### config.mk
export PLATFORM = sky130hd
export DESIGN_NAME = mmio_led_timer
export DESIGN_NICKNAME = d
export VERILOG_FILES = /design/src/rtl/mmio_pkg.sv /design/src/rtl/mmio_led_timer_pwm_channel.sv /design/src/rtl/mmio_led_timer.sv
export SDC_FILE = /design/constraint.sdc
export NUM_CORES = 1
export LEC_CHECK = 0
export ABC_CLOCK_PERIOD_IN_PS = 2500
export BUFFER_PORTS_ARGS = -buffer_cell sky130_fd_sc_hd__buf_2
export CORE_UTILIZATION = 50
export CTS_CLUSTER_SIZE = 25
export DETAILED_ROUTE_END_ITERATION = 8
export GPL_ROUTABILITY_DRIVEN = 0
export HOLD_SLACK_MARGIN = 0.12
export PLACE_DENSITY = 0.74
export SYNTH_ARGS = -nofsm -noshare
export SYNTH_HDL_FRONTEND = slang
export SYNTH_SLANG_ARGS = --single-unit
### constraint.sdc
create_clock -name clk -period 2.5 [get_ports clk]
set_input_delay 0.25 -clock clk [delete_from_list [all_inputs] [get_ports clk]]
set_output_delay 0.25 -clock clk [all_outputs]
set_load 0.05 [all_outputs]
### src/rtl/mmio_pkg.sv
// Shared constants and types for the memory-mapped LED/PWM and timer peripheral.
package mmio_pkg;

  localparam logic [31:0] DEF_BASE_ADDR = 32'hFFFF_FFF0;
  localparam int          DEF_PWM_BITS  = 8;

  localparam logic [3:0] OFF_DUTY   = 4'h0;
  localparam logic [3:0] OFF_MILLIS = 4'h4;
  localparam logic [3:0] OFF_MICROS = 4'h8;
  localparam logic [3:0] OFF_CTRL   = 4'hC;

  typedef logic [DEF_PWM_BITS-1:0] duty_t;

endpackage

### src/rtl/mmio_led_timer_pwm_channel.sv
// One PWM output: latches the shadow duty at the period wrap and drives a registered pin.
module pwm_channel #(
  parameter int PWM_BITS = 8,
  parameter bit INVERT   = 1'b0
) (
  input  logic                clk,
  input  logic                reset,
  input  logic [PWM_BITS-1:0] i_shadow_duty,
  input  logic [PWM_BITS-1:0] i_pwm_cnt,
  input  logic                i_wrap,
  input  logic                i_en,
  output logic                o_pin
);

  logic [PWM_BITS-1:0] r_active_duty;
  logic                r_pin;
  logic                w_on;

  // Duty only changes on the wrap edge so a running period is never cut short.
  assign w_on = i_en && (i_pwm_cnt < r_active_duty);

  always_ff @(posedge clk or negedge reset) begin
    if (!reset) begin
      r_active_duty <= '0;
      r_pin         <= INVERT;
    end else begin
      if (i_wrap) r_active_duty <= i_shadow_duty;
      r_pin <= w_on ^ INVERT;
    end
  end

  assign o_pin = r_pin;

endmodule

### src/rtl/mmio_led_timer.sv
// Bus-mapped PWM duty registers for LED/RGB pins plus free-running micros/millis counters.
module mmio_led_timer
  import mmio_pkg::*;
#(
  parameter logic [31:0] BASE_ADDR      = DEF_BASE_ADDR,
  parameter int          CLK_FREQ_HZ    = 12_000_000,
  parameter int          PWM_BITS       = DEF_PWM_BITS,
  parameter bit          RGB_ACTIVE_LOW = 1'b1
) (
  input  logic        clk,
  input  logic        reset,
  input  logic [31:0] addr,
  input  logic        we,
  input  logic [3:0]  wmask,
  input  logic [31:0] wdata,
  input  logic        re,
  output logic        hit,
  output logic [31:0] rdata,
  output logic        rvalid,
  output logic        LED,
  output logic        RGB_R,
  output logic        RGB_G,
  output logic        RGB_B
);

  localparam int US_DIV = CLK_FREQ_HZ / 1_000_000;
  localparam int DIV_W  = (US_DIV > 1) ? $clog2(US_DIV) : 1;
  localparam logic [DIV_W-1:0] US_LAST = DIV_W'(US_DIV - 1);
  localparam logic [9:0]       MS_LAST = 10'd999;

  logic [PWM_BITS-1:0] r_shadow [4];
  logic                r_en;
  logic [PWM_BITS-1:0] r_pwm_cnt;
  logic [DIV_W-1:0]    r_us_div;
  logic [9:0]          r_ms_div;
  logic [31:0]         r_micros;
  logic [31:0]         r_millis;
  logic [31:0]         r_rdata;
  logic                r_rvalid;

  logic                w_hit;
  logic [3:0]          w_off;
  logic                w_wr;
  logic                w_rd;
  logic                w_ctrl_wr;
  logic                w_en_next;
  logic                w_wrap;
  logic                w_us_tick;
  logic                w_ms_tick;
  logic [31:0]         w_rdata_mux;
  logic [3:0]          w_pins;
  logic                w_unused;

  assign w_hit     = (addr[31:4] == BASE_ADDR[31:4]);
  assign w_off     = {addr[3:2], 2'b00};
  assign w_wr      = we & w_hit;
  assign w_rd      = re & w_hit;
  assign w_ctrl_wr = w_wr && (w_off == OFF_CTRL) && wmask[0];
  // Channels see the incoming EN value so a disable lands on the pins one edge after the write.
  assign w_en_next = w_ctrl_wr ? wdata[0] : r_en;
  assign w_wrap    = (r_pwm_cnt == '1);
  assign w_us_tick = (r_us_div == US_LAST);
  assign w_ms_tick = w_us_tick && (r_ms_div == MS_LAST);
  assign w_unused  = ^{addr[1:0], wdata};

  always_comb begin
    w_rdata_mux = '0;
    case (w_off)
      OFF_DUTY: begin
        for (int i = 0; i < 4; i++) w_rdata_mux[8*i +: PWM_BITS] = r_shadow[i];
      end
      OFF_MILLIS: w_rdata_mux = r_millis;
      OFF_MICROS: w_rdata_mux = r_micros;
      OFF_CTRL:   w_rdata_mux = {31'd0, r_en};
      default:    w_rdata_mux = '0;
    endcase
  end

  always_ff @(posedge clk or negedge reset) begin
    if (!reset) begin
      for (int i = 0; i < 4; i++) r_shadow[i] <= '0;
      r_en <= 1'b1;
    end else begin
      if (w_wr && (w_off == OFF_DUTY)) begin
        for (int i = 0; i < 4; i++) begin
          if (wmask[i]) r_shadow[i] <= wdata[8*i +: PWM_BITS];
        end
      end
      r_en <= w_en_next;
    end
  end

  always_ff @(posedge clk or negedge reset) begin
    if (!reset) begin
      r_pwm_cnt <= '0;
      r_us_div  <= '0;
      r_ms_div  <= '0;
      r_micros  <= '0;
      r_millis  <= '0;
    end else begin
      r_pwm_cnt <= r_pwm_cnt + 1'b1;
      r_us_div  <= w_us_tick ? '0 : r_us_div + 1'b1;
      if (w_us_tick) begin
        r_micros <= r_micros + 32'd1;
        r_ms_div <= w_ms_tick ? '0 : r_ms_div + 10'd1;
      end
      if (w_ms_tick) r_millis <= r_millis + 32'd1;
    end
  end

  // Read data is captured from pre-edge state, so same-cycle writes and ticks are not visible.
  always_ff @(posedge clk or negedge reset) begin
    if (!reset) begin
      r_rdata  <= '0;
      r_rvalid <= 1'b0;
    end else begin
      r_rvalid <= w_rd;
      if (w_rd) r_rdata <= w_rdata_mux;
    end
  end

  for (genvar g = 0; g < 4; g++) begin : g_chan
    pwm_channel #(
      .PWM_BITS (PWM_BITS),
      .INVERT   ((g == 0) ? 1'b0 : RGB_ACTIVE_LOW)
    ) u_chan (
      .clk           (clk),
      .reset         (reset),
      .i_shadow_duty (r_shadow[g]),
      .i_pwm_cnt     (r_pwm_cnt),
      .i_wrap        (w_wrap),
      .i_en          (w_en_next),
      .o_pin         (w_pins[g])
    );
  end

  assign hit    = w_hit;
  assign rdata  = r_rdata;
  assign rvalid = r_rvalid;
  assign LED    = w_pins[0];
  assign RGB_R  = w_pins[1];
  assign RGB_G  = w_pins[2];
  assign RGB_B  = w_pins[3];

endmodule

==> results.sh <==
export IMPL_power_density_mw_per_mm2=550
export IMPL_first_pass_iters=5
export IMPL_dr_wl_met2_um=10200
export IMPL_grt_max_degree=75
export IMPL_core_area_sq_mm=0.0174
export IMPL_track_usage_pct=23.7
export IMPL_r2r_end="r_micros[28]"
export IMPL_cts_clk_slew_worst_paths_ns=0.06
export IMPL_h_tree_depth=4
export IMPL_synth_fp_nets=945
export IMPL_path_class="reg2reg"
export IMPL_critical_path_cell_count=6
export IMPL_worst_path_buf_inv=1
export IMPL_antenna_left=0
export IMPL_cts_sinks=188
export IMPL_first_iter_violations=332
export IMPL_ys_seq_area_share_pct=52.8
export IMPL_cts_inserted_buffers=17
export IMPL_fmax_mhz=450
export IMPL_cts_resized_gates=0
export IMPL_top_layer_used="met4"
export IMPL_tns_ns=0
export IMPL_grt_setup_unrepaired="no"
export IMPL_clock_skew_final_ns=0.0112
export IMPL_cpLargestDelayFamily="simple AND/OR/NAND/NOR gates"
export IMPL_worstPathRequired_ns=2.81
export IMPL_yosys_area_top_type="dfrtp_1"
export IMPL_placed_cell_area_sq_mm=0.00977
export IMPL_postLayoutCellArea_sq_mm=0.0107
export IMPL_num_io_pins=110
export IMPL_crit_chain="ha_1, inv_1, or4_1, nor2_1, nand4_1, xnor2_1"
export IMPL_max_slew_margin_pct=52.0
export IMPL_drt_wl_total_um=20100
export IMPL_hold_end="r_shadow[15]"
export IMPL_place_worst_setup_slack_ns=0.221
export IMPL_syn_to_final_growth_pct=19.5
export IMPL_grt_ovfl_total=0
export IMPL_synth_seq_cells=188
export IMPL_maxCapViolations=0
export IMPL_hp_class="in2reg"
export IMPL_r2r_cells=6
export IMPL_hpwl_um=14400
export IMPL_wl_per_cell_um=16.4
export IMPL_nets=1089
export IMPL_clk_latency_ns=0.43
export IMPL_portBuffers=107
export IMPL_num_vias=6653
export IMPL_route_met3_wl_um=636
export IMPL_fp_row_count=48
export IMPL_ir_drop_v=0.000614
export IMPL_slew_viol_final=0
export IMPL_synth_cell_types=49
export IMPL_die_area_sq_mm=0.0184
export IMPL_fin_crit_sh_pct=89.0
export IMPL_final_min_clock_period_ns=2.22
export IMPL_drt_vias_per_instance=5.44
export IMPL_yosys_top_cells_area="dfrtp_1 (52%), mux2_2 (4.8%), ha_1 (4.6%)"
export IMPL_crit_fanout=6
export IMPL_met1_length_um=9020
export IMPL_r2r_slack_ns=0.28
export IMPL_synthArstFlopShare_pct=100
export IMPL_multiInputGateArea_sq_mm=0.00394
export IMPL_tightest_slew_ns=0.720
export IMPL_hold_viol_final=0
export IMPL_final_layout_size_suffix_gt1_share_pct=21.1
export IMPL_clock_path_buffers=2
export IMPL_crit_path_max_incr_delay_ns=0.64
export IMPL_synthCells=840
export IMPL_avgSynthCellArea_sq_um=10.6
export IMPL_cp_data_arrival_time_ns=2.53
export IMPL_die_x_um=136
export IMPL_antenna_found_initial=0
export IMPL_ys_warn_count=0
export IMPL_synth_area_sq_mm=0.00891
export IMPL_outcome="completed"
export IMPL_drcViolationCount=0
export IMPL_r2r_start="r_micros[0]"
export IMPL_end_kind="flop"
export IMPL_leakage_uw=0.00509
export IMPL_synthFlopType="dfrtp_1"
export IMPL_cpMaxStageDelayCell="or4_1"
export IMPL_clockRootBuffer="clkbuf_16"
export IMPL_grt_pass1_vias=6549
export IMPL_cts_tree="yes"
export IMPL_num_antenna_cells=0
export IMPL_die_h_um=136
export IMPL_setup_ws_ns=0.276
export IMPL_worstHoldStart="wmask[2]"
export IMPL_synth_edf_count=0
export IMPL_setup_viol_count_final=0
export IMPL_fillers=1398
export IMPL_seq_area_sq_mm=0.00471
export IMPL_power_uw=5870
export IMPL_final_core_util_pct=61.4
export IMPL_grt_pass1_wl_um=33000
export IMPL_holdPathStages=4
export IMPL_start_util_pct=51.4
export IMPL_yosysTopAreaCellShare_pct=51.7
export IMPL_critPathLaunchType="flop"
-- cells by family after synthesis --
kind of cell	count (synthesis)	synth area share (%)
AND/OR/NAND/NOR	279	16.1
flip-flops	188	52.8
AO/OA/AOI/OAI	127	7.55
XOR/XNOR	73	7.17
multiplexers	71	8.65
buffers and inverters	69	3.03
adder cells (fa/ha/maj)	33	4.63
-- per-stage QoR --
step / hold WS, ns / std cells
after global routing: 0.408 / 1222
after floorplan: -0.0456 / 840
after global placement: 0.319 / 1157
after CTS: 0.379 / 1222
final: 0.398 / 1222
after detailed placement: 0.317 / 1157
-- per-layer routing --
metal / vias to the layer above / global-route usage [%]
li1: 3211 / -
met1: 3270 / 30.9
met2: 153 / 40.5
met3: 19 / 4.34
met4: 0 / 5.87
met5: - / 0
-- worst reg2reg max path, stage by stage, from the launching register on --
cell and delay [ns]:
dfrtp_1 0.46, ha_1 0.25, inv_1 0.05, or4_1 0.64, nor2_1 0.40, nand4_1 0.17
xnor2_1 0.15
-- synthesized netlist by cell type, drive strengths merged (4+ instances only) --
cell / count
ha: 33
xnor2: 47
nand4b: 4
a21oi: 46
buf: 5
nand2: 98
nand4: 37
nor3: 12
a21boi: 4
dfstp: 4
dfrtp: 184
and3: 10
o21ai: 67
mux2: 38
nand3: 29
inv: 36
mux2i: 32
and4: 7
nor2b: 6
nor4: 5
clkbuf: 28
nor2: 53
xor2: 26
o211ai: 5
-- flip-flops by register name, summed over array words and instances (netlist names), named ones only --
name	cells
r_pwm_cnt	8
r_millis	32
g_chan.u_chan.r_active_duty	32
r_micros	32
rvalid	1
r_shadow	32
r_ms_div	10
r_us_div	4
g_chan.u_chan.o_pin	4
rdata	32
-- how the worst max path moves through the flow --
stage                    to        start  slack, ns
3_5_place_dp   r_shadow[19]     addr[14]       0.22
2_1_floorplan   r_shadow[0]     addr[30]       0.19
4_1_cts        r_micros[28]  r_micros[0]       0.25
3_3_place_gp   r_shadow[18]     addr[14]       0.27
6_report       r_micros[28]  r_micros[0]       0.28
5_1_grt        r_micros[20]  r_micros[0]       0.09
-- final cells by class --
type | instances | area share [%]
Clock buffer | 29 | 4.60
Clock inverter | 3 | 0.611
Inverter | 36 | 1.27
Multi-Input combinational cell | 583 | 37.0
Sequential cell | 188 | 44.2
Tap cell | 225 | 2.64
Timing Repair Buffer | 158 | 9.69
-- where the power goes --
| group | switching, uW | internal, uW | leakage (uW) |
|---|---|---|---|
| Clock | 1080 | 1530 | 0.000268 |
| Combinational | 119 | 96.8 | 0.00224 |
| Sequential | 0.0000115 | 3040 | 0.00258 |
| Total | 1200 | 4670 | 0.00509 |
-- timing repair --
item | in CTS | in global routing
setup buffers | 0 | 0
endpoints found under the hold margin | 99 | 0
hold buffers | 33 | 0
-- placed cells by master (no fill, tap or decap), types with 4 or more instances in the layout --
| cell | count |
|---|---|
| clkbuf_16 | 17 |
| buf_4 | 16 |
| nor3_1 | 11 |
| o21ai_0 | 67 |
| o211ai_1 | 5 |
| and3_1 | 7 |
| and4_1 | 7 |
| dfrtp_1 | 184 |
| mux2_2 | 38 |
| nand3_1 | 28 |
| buf_2 | 106 |
| ha_1 | 33 |
| nor2b_1 | 5 |
| a21oi_1 | 46 |
| xor2_1 | 26 |
| nor2_1 | 53 |
| nand4b_1 | 4 |
| dfstp_2 | 4 |
| inv_1 | 36 |
| xnor2_1 | 47 |
| a21boi_0 | 4 |
| nand2_1 | 98 |
| nand4_1 | 36 |
| mux2i_1 | 32 |
| clkbuf_1 | 10 |
| dlygate4sd3_1 | 33 |
Power figures use the tool's default switching activity.
